`src/rtl/fifo_arb_pkg.sv`:
```
// Purpose: shared types and default sizing for the FIFO write-port arbiter.
//   arb_state_e - arbiter state encoding (IDLE / GRANT)
//   DSIZE_DEF   - default data word width
//   NREQ_DEF    - default number of requesters
//   WCNT_W      - width of the written-word counter
package fifo_arb_pkg;

  localparam int unsigned DSIZE_DEF = 8;
  localparam int unsigned NREQ_DEF  = 4;
  localparam int unsigned WCNT_W    = 16;

  typedef enum logic {
    ST_IDLE  = 1'b0,
    ST_GRANT = 1'b1
  } arb_state_e;

endpackage

```
`src/rtl/fifo_rr_pick.sv`:
```
// Purpose: combinational rotating-priority search. Finds the first set bit of
// i_req starting at (i_last+1) mod NREQ and wrapping upward.
// Ports:
//   i_req   - request vector, one bit per requester
//   i_last  - index of the most recent grantee (lowest priority)
//   o_found - at least one request bit is set
//   o_idx   - selected requester index (0 when nothing found)
module fifo_rr_pick #(
  parameter int unsigned NREQ = 4,
  parameter int unsigned IW   = $clog2(NREQ)
) (
  input  logic [NREQ-1:0] i_req,
  input  logic [IW-1:0]   i_last,
  output logic            o_found,
  output logic [IW-1:0]   o_idx
);

  // Walk offsets from farthest to nearest so the nearest match wins.
  always_comb begin
    int j;
    j       = 0;
    o_found = 1'b0;
    o_idx   = '0;
    for (int k = int'(NREQ); k >= 1; k--) begin
      j = (int'(i_last) + k) % int'(NREQ);
      if (i_req[IW'(j)]) begin
        o_found = 1'b1;
        o_idx   = IW'(j);
      end
    end
  end

endmodule

```
`src/rtl/fifo_wr_arb.sv`:
```
// Purpose: shares one FIFO write port among NREQ requesters with
// packet-granular round-robin arbitration. A grant is held from the first
// word until the word flagged last has been written.
// Ports:
//   wclk, wrst_n - write-domain clock, async active-low reset
//   req_valid    - per-requester word valid
//   req_last     - per-requester last word of packet
//   req_data     - packed words, requester k at [k*DSIZE +: DSIZE]
//   req_ready    - per-requester word accepted (combinational)
//   winc, wdata  - FIFO write enable / data (combinational)
//   wfull        - FIFO full flag
//   busy         - a packet grant is held (registered)
//   gnt_id       - current or most recent grantee (registered)
//   wr_count     - words written since reset, wraps (registered)
module fifo_wr_arb
  import fifo_arb_pkg::*;
#(
  parameter int unsigned DSIZE = DSIZE_DEF,
  parameter int unsigned NREQ  = NREQ_DEF,
  parameter int unsigned IW    = $clog2(NREQ)
) (
  input  logic                  wclk,
  input  logic                  wrst_n,
  input  logic [NREQ-1:0]       req_valid,
  input  logic [NREQ-1:0]       req_last,
  input  logic [NREQ*DSIZE-1:0] req_data,
  output logic [NREQ-1:0]       req_ready,
  output logic                  winc,
  output logic [DSIZE-1:0]      wdata,
  input  logic                  wfull,
  output logic                  busy,
  output logic [IW-1:0]         gnt_id,
  output logic [WCNT_W-1:0]     wr_count
);

  arb_state_e          r_state;
  logic [IW-1:0]       r_gnt_id;
  logic [IW-1:0]       r_last_gnt;
  logic                r_busy;
  logic [WCNT_W-1:0]   r_wr_count;

  logic                w_found;
  logic [IW-1:0]       w_pick;
  logic                w_grant;
  logic                w_winc;
  logic [DSIZE-1:0]    w_slice;
  logic [NREQ-1:0]     w_ready;

  fifo_rr_pick #(
    .NREQ (NREQ),
    .IW   (IW)
  ) u_pick (
    .i_req   (req_valid),
    .i_last  (r_last_gnt),
    .o_found (w_found),
    .o_idx   (w_pick)
  );

  // Data slice of the current grantee.
  always_comb begin
    w_slice = '0;
    for (int k = 0; k < int'(NREQ); k++) begin
      if (r_gnt_id == IW'(k)) begin
        w_slice = req_data[k*DSIZE +: DSIZE];
      end
    end
  end

  assign w_grant = (r_state == ST_GRANT);
  assign w_winc  = w_grant & req_valid[r_gnt_id] & ~wfull;

  // Only the grantee sees ready, and only while the FIFO has room.
  always_comb begin
    w_ready = '0;
    if (w_grant && !wfull) begin
      w_ready[r_gnt_id] = 1'b1;
    end
  end

  assign req_ready = w_ready;
  assign winc      = w_winc;
  assign wdata     = w_grant ? w_slice : '0;
  assign busy      = r_busy;
  assign gnt_id    = r_gnt_id;
  assign wr_count  = r_wr_count;

  // Arbiter FSM and write counter. After reset requester 0 has top priority.
  always_ff @(posedge wclk or negedge wrst_n) begin
    if (!wrst_n) begin
      r_state    <= ST_IDLE;
      r_gnt_id   <= '0;
      r_last_gnt <= IW'(NREQ - 1);
      r_busy     <= 1'b0;
      r_wr_count <= '0;
    end else begin
      case (r_state)
        ST_IDLE: begin
          if (w_found) begin
            r_gnt_id <= w_pick;
            r_busy   <= 1'b1;
            r_state  <= ST_GRANT;
          end
        end
        ST_GRANT: begin
          if (w_winc && req_last[r_gnt_id]) begin
            r_last_gnt <= r_gnt_id;
            r_busy     <= 1'b0;
            r_state    <= ST_IDLE;
          end
        end
        default: begin
          r_busy  <= 1'b0;
          r_state <= ST_IDLE;
        end
      endcase
      if (w_winc) begin
        r_wr_count <= r_wr_count + WCNT_W'(1);
      end
    end
  end

endmodule

```
`config.mk`:
```
export PLATFORM = sky130hd
export DESIGN_NAME = fifo_wr_arb
export DESIGN_NICKNAME = d
export VERILOG_FILES = /design/src/rtl/fifo_arb_pkg.sv /design/src/rtl/fifo_rr_pick.sv /design/src/rtl/fifo_wr_arb.sv
export SDC_FILE = /design/constraint.sdc
export NUM_CORES = 1
export LEC_CHECK = 0
export ABC_AREA = 0
export CORE_AREA = 2 2 63 65
export DETAILED_ROUTE_END_ITERATION = 10
export DIE_AREA = 0 0 65 67
export PLACE_DENSITY = 0.78
export SYNTH_ARGS = -nofsm -noshare
export SYNTH_HDL_FRONTEND = slang
export SYNTH_HIERARCHICAL = 1
export SYNTH_SLANG_ARGS = --single-unit
```
`constraint.sdc`:
```
create_clock -name wclk -period 2.3 [get_ports wclk]
set_input_delay 0.345 -clock wclk [delete_from_list [all_inputs] [get_ports wclk]]
set_output_delay 0.345 -clock wclk [all_outputs]
set_load 0.05 [all_outputs]
```
; After elaboration in Yosys (flattened, before gate mapping)
; Cells that the tools add are included.
; W data, S select, Z words.
[classes]
add_sub_neg = 5
order_cmp = 6
eq_ne = 5
muxes = 38
bitwise_logic = 4
n_reduce_logical = 8
[op_table]
columns = cell, count
row1 = $mux W8, 5
row2 = $mux W1, 19
row3 = $add A16 B1 Y16 const B, 1
row4 = $lt A2 B4 Y1 const B, 4
row5 = $bmux W1 S2, 6
row6 = $mux W2, 4
row7 = $reduce_and A2 Y1, 3
row8 = $add A2 B1 Y2 const B, 2
row9 = $add A2 B2 Y2 const B, 2
row10 = $eq A2 B2 Y1 const B, 2
row11 = $mux W4, 1
row12 = $ne A2 B1 Y1 const B, 2
row13 = $pmux W1 S2, 2
row14 = $logic_and A1 B1 Y1, 3
row15 = $lt A2 B3 Y1 const B, 1
row16 = $and A1 B1 Y1, 2
row17 = $demux W1 S2, 1
row18 = $eq A2 B1 Y1 const B, 1
row19 = $ge A2 B1 Y1 const B, 1
row20 = $logic_not A2 Y1, 1
row21 = $not A1 Y1, 2
row22 = $logic_not A1 Y1, 1
[word_totals]
ff_bits = 22
input_bits = 43
out_inout_bits = 32
elab_cells = 71

; Depth between registers and ports, before layout
; Gate-level depths: netlist (run 1).
[logic_depth]
depth_word = 10
ltp_mapped = 6
ltp_nobuf = 4

; Cells and area by module
; The synthesis (run 1) kept the hierarchy.
[by_module_without_submodules]
columns = mod, instances, cells_each, area_per_inst_um2, seq_area_each_um2
row1 = fifo_wr_arb, 1, 103, 1292.5, 553.0
row2 = fifo_rr_pick, 1, 14, 91.3, 0.0

; Worst setup path after synthesis (run 1)
; Ideal clock, no wire load.
[synth_path]
kind = register -> output
start = register r_gnt_id[1] (netlist: gnt_id[1])
end = output port req_ready[0]
arrival_ns = 2.199
t_required_ns = 1.955
path_slack_ns = -0.244
stages_incl_launch_ff = 4
n_path_buf = 2
path_cell_list = dfrtp_1 -> clkbuf_1 -> clkbuf_1 -> nor3b_1
[synth_via]
elab_chain_len = 5
elab_cells_between_ends = 6
classes_between = 2 x order compare / 3 x mux / 1 x reduce/logical
[synth_lines]
columns = element, line_no
row1 = from (decl), fifo_wr_arb.sv:37  ; logic [IW-1:0] r_gnt_id;
row2 = from (signal assigned), fifo_wr_arb.sv:99  ; r_gnt_id <= w_pick;
row3 = $lt A2 B3 Y1 (implied by the code) / $ge A2 B1 Y1 (equally long branches), fifo_wr_arb.sv:76  ; w_ready[r_gnt_id] = 1'b1;
row4 = $logic_and A1 B1 Y1 (implied by the code), fifo_wr_arb.sv:76
row5 = $mux W1 (implied by the code), fifo_wr_arb.sv:76
row6 = $demux W1 S2 (*), fifo_wr_arb.sv:76
row7 = $mux W4 (*), fifo_wr_arb.sv:75  ; if (w_grant && !wfull) begin
row8 = to (decl), fifo_wr_arb.sv:27  ; output logic [NREQ-1:0] req_ready,
; Every way passes the cells marked *; elsewhere a longest branch is shown, timed or not.

; Final worst setup path (run 1)
[layout_path]
start = register r_gnt_id[0] (netlist: gnt_id[0])
end = output port wdata[6]
[layout_via]
elab_chain_len = 6
elab_cells_between_ends = 9
classes_between = 3 x eq/ne / 5 x mux / 1 x reduce/logical
[layout_lines]
columns = element, line_no
row1 = $logic_not A2 Y1, fifo_wr_arb.sv:63  ; if (r_gnt_id == IW'(k)) begin
row2 = $mux W8 (3 in a row), fifo_wr_arb.sv:63
row3 = $mux W8 (*), fifo_wr_arb.sv:63
row4 = $mux W8 (*), fifo_wr_arb.sv:82  ; assign wdata = w_grant ? w_slice : '0;
row5 = to (decl), fifo_wr_arb.sv:29  ; output logic [DSIZE-1:0] wdata,
; Marked as above.

==> flow_metrics.tcl, run 1 <==
set metrics [dict create \
    final.period_utilization_pct 94.0 \
    cap_violations 0 \
    synth.largest_area_cell "dfrtp_1" \
    cts_made_buffers 3 \
    dp_hpwl_um 3070 \
    synth_top_area_share_pct 36.2 \
    switching_share_pct 48.2 \
    p_int_mw 1.42 \
    async_reset_ff_share_pct 100 \
    slew-limit-headroom_pct 65.1 \
    tightest_slew_ps 522 \
    drc_errors 0 \
    yosysSeqAreaShare_pct 40.0 \
    syn_to_final_growth_pct 61.8 \
    synth-edff-count 0 \
    drtIter0Drc 26 \
    clock_latency_ps 260 \
    maxSlewViolCount 0 \
    crit_path_max_fanout 8 \
    antennaDiodeCount 0 \
    fmax_mhz 462 \
    ys_top_cells_by_area "dfrtp_1 (36%), mux4_2 (13%), xnor2_1 (8.2%), and2_1 (4.5%), dfstp_2 (3.8%)" \
    antenna_left 0 \
    grt_max_degree 23 \
    synth_nets 161 \
    seqPwrFrac_pct 24.6 \
    fp.dieArea_mm2 0.00436 \
    cts_tree "yes" \
    initial_utilization_pct 38.4 \
    wl_per_cell_um 16.5 \
    power_density_mw_per_mm2 1220 \
    setup_violations 0 \
    ios 75 \
    crit_type "reg2out" \
    rows 22 \
    p_leak_nw 0.917 \
    die_y_um 67 \
    cts_sinks 22 \
    end_kind "primary output" \
    grt-ovfl-total 0 \
    layout.nets 235 \
    finalCriticalPeriod_ps 2160 \
    rsz0062_at_grt "false" \
    antenna_found_initial 0 \
    p_clk_share_pct 10.0 \
    portBuffers 74 \
    status "complete, no violations" \
    combPwrFrac_pct 65.4 \
    tns_ps 0 \
    clock-root-buffer "clkbuf_8" \
    grt_pass1_vias 1290 \
    switchingPower_mw 1.32 \
    htree_num_levels 1 \
    clk_path_buf_depth 2 \
    vias 1218 \
    wirelength_um 3920 \
    syn_inst 117 \
    die_x_um 65 \
    power_mw 2.73 \
    yosysWarnings 6 \
    yosysUniqueCellTypes 32 \
    grtUsageTotal_pct 18.7 \
    cts_hold_buf 0 \
    crit_required_ps 1960 \
    finClkSkew_ps 5.91 \
    synth_flop_cell "dfrtp_1" \
    vias_per_cell 5.12 \
    hold_violations 0 \
    hp-class "in2async" \
    synthesis.area_mm2 0.00138 \
    cp-start-kind "register" \
    drive_gt1_share_pct 22.1 \
    synth_area_per_cell_um2 11.8 \
    ys_seq_elements 22 \
    clkTransAtPathRegs_ps 80 \
    critPathArrivalTime_ps 1820 \
    vdd_drop_max_mv 0.790 \
    gp_congestion 0.780 \
    core-area_mm2 0.00361 \
    grt_pass1_wl_um 6230 \
    drtPass1Iterations 4 \
]
[through the flow]
step / util [%] / instances / setup slack, ps / hold slack, ps / cell area (um^2)
after global routing: 62.1 / 238 / 41.7 / 429 / 2240
after floorplan: - / 117 / 16.6 / 49.4 / 1390
after CTS: 62.1 / 238 / 113 / 428 / 2240
after detailed placement: 60.5 / 234 / 154 / 482 / 2180
after global placement: 60.5 / 234 / 223 / 478 / 2180
final: 62.1 / 238 / 137 / 415 / 2240
[worst paths after layout]
kind,startpoint,to,slack [ps],cells after the start
worst max-delay path,gnt_id[0],wdata[6],140,4
min in group wclk,wr_count[15],wr_count[15],480,1
worst max register to register,gnt_id[0],r_last_gnt[0],480,4
worst min-delay path,wrst_n,wr_count[7],420,2
worst min register to register,wr_count[15],wr_count[15],480,1
max in group asynchronous,wrst_n,r_last_gnt[0],1610,2
[cells in the final DEF, fill, tap and decap left out, drive strengths merged, types with 2 or more instances in the layout]
cell type and instances:
clkbuf 4, nand2 6, and2 11, xnor2 13
mux2 5, a21oi 3, buf 18, nand3 3
dfstp 2, clkdlybuf4s50 60, dfrtp 20, nor2b 2
mux4 10, xor2 2, and3 6, o21a 2
nand4 7, nor2 3, and4 2, nand2b 3
[flip-flops by register name, indices dropped and copies added, names as in the netlist]
register and flops:
wr_count 16, r_state 1, gnt_id 2, busy 1, r_last_gnt 2
[cell usage after synthesis (2+ instances only)]
master and number:
nand3_1 3, nand4_1 7, dfstp_2 2, buf_2 2, and4_1 2, nand2_1 6, mux4_2 8, buf_6 2
and2_1 10, and3_1 6, mux2_2 4, mux4_1 2, xor2_1 2, o21a_1 2, nor2b_1 2, a21oi_1 2
nand2b_1 3, xnor2_1 13, dfrtp_1 20, nor2_1 3, clkbuf_1 5
[cell families after synthesis]
| family | share of synthesized area [%] |
|---|---|
| buffers and inverters | 3.98 |
| flip-flops | 40.0 |
| adder cells (fa/ha/maj) | 0.904 |
| multiplexers | 21.9 |
| AND/OR/NAND/NOR | 19.8 |
| AO/OA/AOI/OAI | 3.98 |
| XOR/XNOR | 9.49 |
[layer usage]
metal / wire [um] / global-route usage (%) / up-vias
met5: 0 / 0 / -
met4: 29 / 4.52 / 0
met3: 368 / 3.89 / 3
met2: 1820 / 33.9 / 69
met1: 1700 / 22.8 / 576
li1: - / - / 570
[critical path, cell delays in order, from the launching register on]
cell and delay [ps]:
dfrtp_2 480, buf_4 210, mux4_2 500, and2_1 180, buf_4 190
[power groups by stage]
stage               logic, mW  registers, mW  clock network (mW)
detailed placement       1.80          0.679                   0
global route             1.87          0.702               0.302
CTS                      1.80          0.676               0.280
global placement         1.77          0.671                   0
floorplan                1.04          0.847                   0
finish                   1.79          0.671               0.273
[repair_timing]
action	CTS	global route
resized for setup	1	0
endpoints found under the setup margin	1	0
setup buffers	0	0
[cell type report]
class / count / area [um^2]
inverters: 1 / 3.75
clock buffers: 4 / 55.1
multi-input cells: 85 / 781
repair buffers: 78 / 786
flip-flops and latches: 22 / 554
well taps: 48 / 60.1
fillers: 298 / 1370
(Power assumes the default switching activity.)
==> run 2, diff against run 1 <==
Settings changed: CORE_AREA 2 2 63 65 to 2 2 62 64, CTS_BUF_LIST set to sky130_fd_sc_hd__clkbuf_4, DIE_AREA 0 0 65 67 to 0 0 64 66, PLACE_DENSITY 0.78 to 0.81.
==> run 2 against run 1 <==
Against the previous run: non-clock buffer count is 1 higher; global-route usage is 0.51 points higher; critical endpoint is now wdata[7]; critical path type unchanged; power is 3.1% lower; combinational power hardly changed; sequential power is 3% lower; worst setup slack better by 6.1 ps; clock skew is 3.2 ps lower; via count is 0.41% higher; highest routed layer unchanged.
==> flow_metrics.tcl, run 2 (same netlist as run 1, synthesis figures left out) <==
set metrics [dict create \
    fmax_mhz 464 \
    fin_util_pct 62.4 \
    crit_path_max_fanout 5 \
    core-area_mm2 0.00355 \
    crit_type "reg2out" \
    grt-ovfl-total 0 \
    grt_pass1_wl_um 6240 \
    drtPass1Iterations 4 \
    htree_num_levels 1 \
    worst-r2r-cell-count 4 \
    maxSlewViolCount 0 \
    grt_pass1_vias 1280 \
    gp_congestion 0.740 \
    antenna_left 0 \
    die_y_um 66 \
    clock-root-buffer "clkbuf_4" \
    crit_required_ps 1960 \
    dp_hpwl_um 3020 \
    drc_errors 0 \
    cap_violations 0 \
    grt_max_degree 23 \
    p_int_mw 1.34 \
    place_area_mm2 0.00218 \
    cts_tree "yes" \
    power_density_mw_per_mm2 1200 \
    die_x_um 64 \
    cts_sinks 22 \
    syn_to_final_growth_pct 60.0 \
    cts_made_buffers 3 \
    vias_per_cell 5.14 \
    crit_slowest_cell "mux4_1" \
    wl_per_cell_um 16.4 \
    hold_violations 0 \
    status "complete, no violations" \
    final_common_cell "clkdlybuf4s50_1" \
    switchingPower_mw 1.31 \
    layout.area.seq_um2 554 \
    seqPwrFrac_pct 24.6 \
    portBuffers 74 \
    rows 22 \
    combPwrFrac_pct 68.8 \
    rsz0062_at_grt "false" \
    antenna_found_initial 0 \
    whs_ps 360 \
    wirelength_um 3910 \
    tns_ps 0 \
    dp.cells 233 \
    initial_utilization_pct 39.0 \
    fp.dieArea_mm2 0.00422 \
    hp-class "in2async" \
    final_cell_mix "clkdlybuf4s50_1 (60), dfrtp_1 (19), buf_4 (15)" \
    fillers 292 \
    clkTransAtPathRegs_ps 110 \
    tightest_slew_ps 522 \
    antennaDiodeCount 0 \
    clock_latency_ps 310 \
    layout.nets 236 \
    finClkSkew_ps 2.67 \
    fin_cells 238 \
    clk_path_buf_depth 2 \
    drtIter0Drc 48 \
    critPathArrivalTime_ps 1810 \
    p_clk_share_pct 6.5 \
    p_leak_nw 0.907 \
    vias 1223 \
    largest_register_ffs 16 \
    crit_chain "buf_4 > mux4_1 > and2_1 > buf_4" \
    cp-start-kind "register" \
    setup_violations 0 \
    switching_share_pct 49.6 \
    slowest_delay_ps 530 \
    ios 75 \
    cts_hold_buf 0 \
    drive_gt1_share_pct 22.1 \
    design_area_mm2 0.00221 \
    slew-limit-headroom_pct 65.1 \
    vdd_drop_max_mv 0.830 \
    finalCriticalPeriod_ps 2160 \
    grtUsageTotal_pct 19.3 \
    final.period_utilization_pct 93.8 \
    end_kind "primary output" \
    multi_input_area_um2 781 \
    crit_top_cell "buf_4" \
]
run 2: through the flow:
stage               power (mW)  worst slack, ps
CTS                       2.66              127
detailed placement        2.46              158
finish                    2.65              143
global placement          2.42              224
global route              2.79             46.8
floorplan                 1.89             16.6
run 2: critical path: cells and delay by family (launching register included):
| family | cells | cell delay (ps) |
|---|---|---|
| flops | 1 | 430 |
| mux | 1 | 530 |
| simple gates | 1 | 180 |
| buf+inv | 2 | 360 |
run 2: final timing paths:
kind | slack [ps] | startpoint | end
min in group wclk | 470 | wr_count[15] | wr_count[15]
setup reg to reg | 530 | gnt_id[0] | r_last_gnt[1]
hold / removal | 360 | wrst_n | wr_count[5]
max in group asynchronous | 1670 | wrst_n | r_last_gnt[1]
setup / recovery | 140 | gnt_id[0] | wdata[7]
hold reg to reg | 470 | wr_count[15] | wr_count[15]
run 2: power by group through the flow:
stage          Clock, mW  Combinational [mW]  Sequential [mW]
2_1_floorplan          0                1.04            0.847
3_3_place_gp           0                1.76            0.668
3_5_place_dp           0                1.78            0.677
4_1_cts            0.176                1.84            0.653
5_1_grt            0.195                1.92            0.676
6_report           0.173                1.82            0.652
run 2: what timing repair did:
item / CTS / global route
endpoints found under the setup margin: 5 / 0
gates resized for setup: 1 / 0
setup buffers: 2 / 0
run 2: layout make-up:
| cell class | instances | share of cell area (%) |
|---|---|---|
| sequential | 22 | 25.0 |
| tap | 48 | 2.71 |
| multi-input combinational | 85 | 35.3 |
| clock buffer | 3 | 1.02 |
| inverter | 1 | 0.169 |
| timing repair buffer | 79 | 35.8 |
run 2: per-layer routing:
layer | global-route usage [%] | share of wire [%] | up-vias
li1 | - | - | 567
met1 | 23.4 | 43 | 586
met2 | 34.1 | 47 | 67
met3 | 4.77 | 9.1 | 3
met4 | 4.89 | 0.84 | 0
met5 | 0 | 0 | -
==> edit: new RTL, flow settings as in run 2 <==
Make the reset (`wrst_n`) synchronous in one clocked block. Comments in the files are not updated.
--- a/src/rtl/fifo_wr_arb.sv
+++ b/src/rtl/fifo_wr_arb.sv
@@ -86,5 +86,5 @@
 
   // Arbiter FSM and write counter. After reset requester 0 has top priority.
-  always_ff @(posedge wclk or negedge wrst_n) begin
+  always_ff @(posedge wclk) begin
     if (!wrst_n) begin
       r_state    <= ST_IDLE;
Function: differs if wrst_n is asserted again (counterexample within 4 cycles, from zero or initial values and one cycle with wrst_n low); with wrst_n held inactive, the same outputs for 4 cycles.
==> edit against run 2 <==
Global-route usage is 1.8 points higher. Sequential cell count unchanged. First-iteration DRC count shrank 4.2%. Synthesized area is 9.7% higher. Design area rose by 8.1%. Count of clock-buffer cells in the layout unchanged. Worst hold slack improved by 0.14 ns. Wire length up 10%. Worst setup slack lost 0.014 ns. Core utilization rose by 5.0 points. Critical path type unchanged.
Power is not compared: it rests on default switching activity, and its combinational part moved more than twofold at a synthesized area within 25%.
==> edit: results (changes against run 2) <==
Run status
  • Outcome: finished clean (unchanged)

Route
  • Metal3 WL: 357 um (was 354 um)
  • Met2 WL: 2050 um (was 1840 um)
  • Initial DRC count: 46 (was 48)
  • Via-to-Cell Ratio: 5.47 (was 5.14)
  • WL/cell: 14.9 um (was 16.4 um)
  • DRC: 0 (unchanged)
  • DRT Wirelength: 4320 um (was 3910 um)
  • Wire length on met1: 1870 um (was 1680 um)
  • Highest routing layer actually used: met4 (unchanged)

Synthesis
  • Synth Flop Type: dfxtp_1 (was dfrtp_1)
  • Yosys warns: 6 (unchanged)
  • Syn Inst Count: 167 (was 117)
  • Post-synth ARST share: 0% (was 100%)
  • Commonest cells post-synth: dfxtp_1 (22), nand2_1 (14), nor2_1 (13) (was dfrtp_1 (20), xnor2_1 (13), and2_1 (10))
  • Synth area leaders: dfxtp_1 (29%), mux4_2 (12%), and2_1 (4.5%), mux2i_1 (4.0%), nand2b_1 (3.7%) (was dfrtp_1 (36%), mux4_2 (13%), xnor2_1 (8.2%), and2_1 (4.5%), dfstp_2 (3.8%))
  • Synthesized Nets: 211 (was 161)
  • Yosys cell types: 46 (was 32)
  • Seq/Total Area, Yosys: 29.0% (was 40.0%)

CTS
  • CTS Buffer Depth: 2 (unchanged)
  • Worst-path clk slew: 0.13 ns (was 0.11 ns)
  • Clk Latency, worst-skew pair: 0.32 ns
  • CTS tree: done (unchanged)

Setup path
  • Reg-to-reg startpoint: wr_count[7] (was gnt_id[0])
  • Crit path launch: gnt_id[1] (was gnt_id[0])
  • Worst-path fanout max: 9 (was 5)
  • Worst path top cell family by delay: buffers and inverters (was multiplexers)
  • Slowest cell on the critical path: dfxtp_1 (was mux4_1)
  • CP arrival: 1.83 ns (was 1.81 ns)
  • Crit path largest cell delay: 0.39 ns (was 0.53 ns)

Finish
  • Total Nets Final: 286 (was 236)
  • Share of cells above drive strength 1: 18.3% (was 22.1%)

Global route
  • First-pass GRT wire length: 7090 um (was 6240 um)
  • Vias in the first global route: 1494 (was 1280)
  • GRT Total Usage: 21.1% (was 19.3%)
  • Pin count of the biggest net entering global routing: 15 (was 23)
  • Initial antenna violation count: 0 (unchanged)

STA
  • Setup_tns: 0 ns (unchanged)
  • Slew headroom: 65.3% (was 65.1%)
  • Worst Skew: 0.0103 ns (was 0.00267 ns)

Placed design
  • Dpl hpwl: 3250 um (was 3020 um)
  • RD Place Congestion: 0.881 (was 0.740)

Worst hold path
  • Hold path start: busy
  • Worst hold path class: register to register (was input port to async pin)
[edit: changes by cell type in the layout (fill, tap and decap cells not counted), sizes merged, moves of 6 or more]
cell    delta
xnor2     -12
dfxtp     +22
o31ai      +6
a21oi      +7
nor2      +10
dfrtp     -20
nand2      +8
nand2b     +6
[edit: timing repair]
| action | CTS | global route |
|---|---|---|
| resized for setup | 0 | 3 |
| hold buffers | 0 | 0 |
| setup buffers | 0 | 0 |
| endpoints found under the setup margin | 0 | 1 |
[edit: routing by layer]
metal  GRT usage, %  up-vias
met2           35.7       65
met1           27.3      728
met3           4.26        5
met5              0        -
li1               -      782
met4           5.43        0
[edit: layout make-up]
type / count / area (um^2)
clock buffer: 3 / 22.5
clock inverter: 1 / 30.0
tap: 48 / 60.1
sequential: 22 / 442
fill: 281 / 1160
inverter: 4 / 15.0
timing repair buffer: 81 / 806
multi-input combinational: 130 / 1020
[edit: worst paths after layout]
check                      end  slack [ns]  cells after the start
setup reg to reg  wr_count[12]        0.53                      4
hold / removal            busy        0.50                      2
hold reg to reg           busy        0.50                      2
setup / recovery          winc        0.13                      5
[edit: power groups by stage]
stage,sequential (mW),combinational (mW),clock (mW)
finish,0.403,0.353,0.301
global route,0.405,0.376,0.319
CTS,0.403,0.349,0.304
detailed placement,0.411,0.348,0
global placement,0.411,0.343,0
floorplan,0.429,0.182,0
[edit: kinds of logic after synthesis]
group / after synthesis / synth area share, %
multiplexers: 17 / 19.0
buffers and inverters: 15 / 5.19
AND/OR/NAND/NOR: 73 / 26.6
AO/OA/AOI/OAI: 37 / 18.1
XOR/XNOR: 2 / 1.15
flip-flops: 22 / 29.0
adder cells (fa/ha/maj): 1 / 0.824
[edit: worst min-delay path: stages (launching register included)]
cell     delay (ns)
dfxtp_1        0.36
nor2_1         0.05
nor2_1         0.07
[edit: through the flow]
step           util (%)  cell area, um^2  hold slack, ns  power [mW]  setup slack (ns)
5_1_grt            67.4             2390           0.526        1.10           -0.0110
6_report           67.4             2390           0.495        1.06             0.129
4_1_cts            66.9             2380           0.504        1.06            0.0392
3_5_place_dp       65.5             2320           0.473       0.759            0.0728
2_1_floorplan         -             1520           0.495       0.610            0.0501
3_3_place_gp       65.5             2320           0.460       0.754             0.106
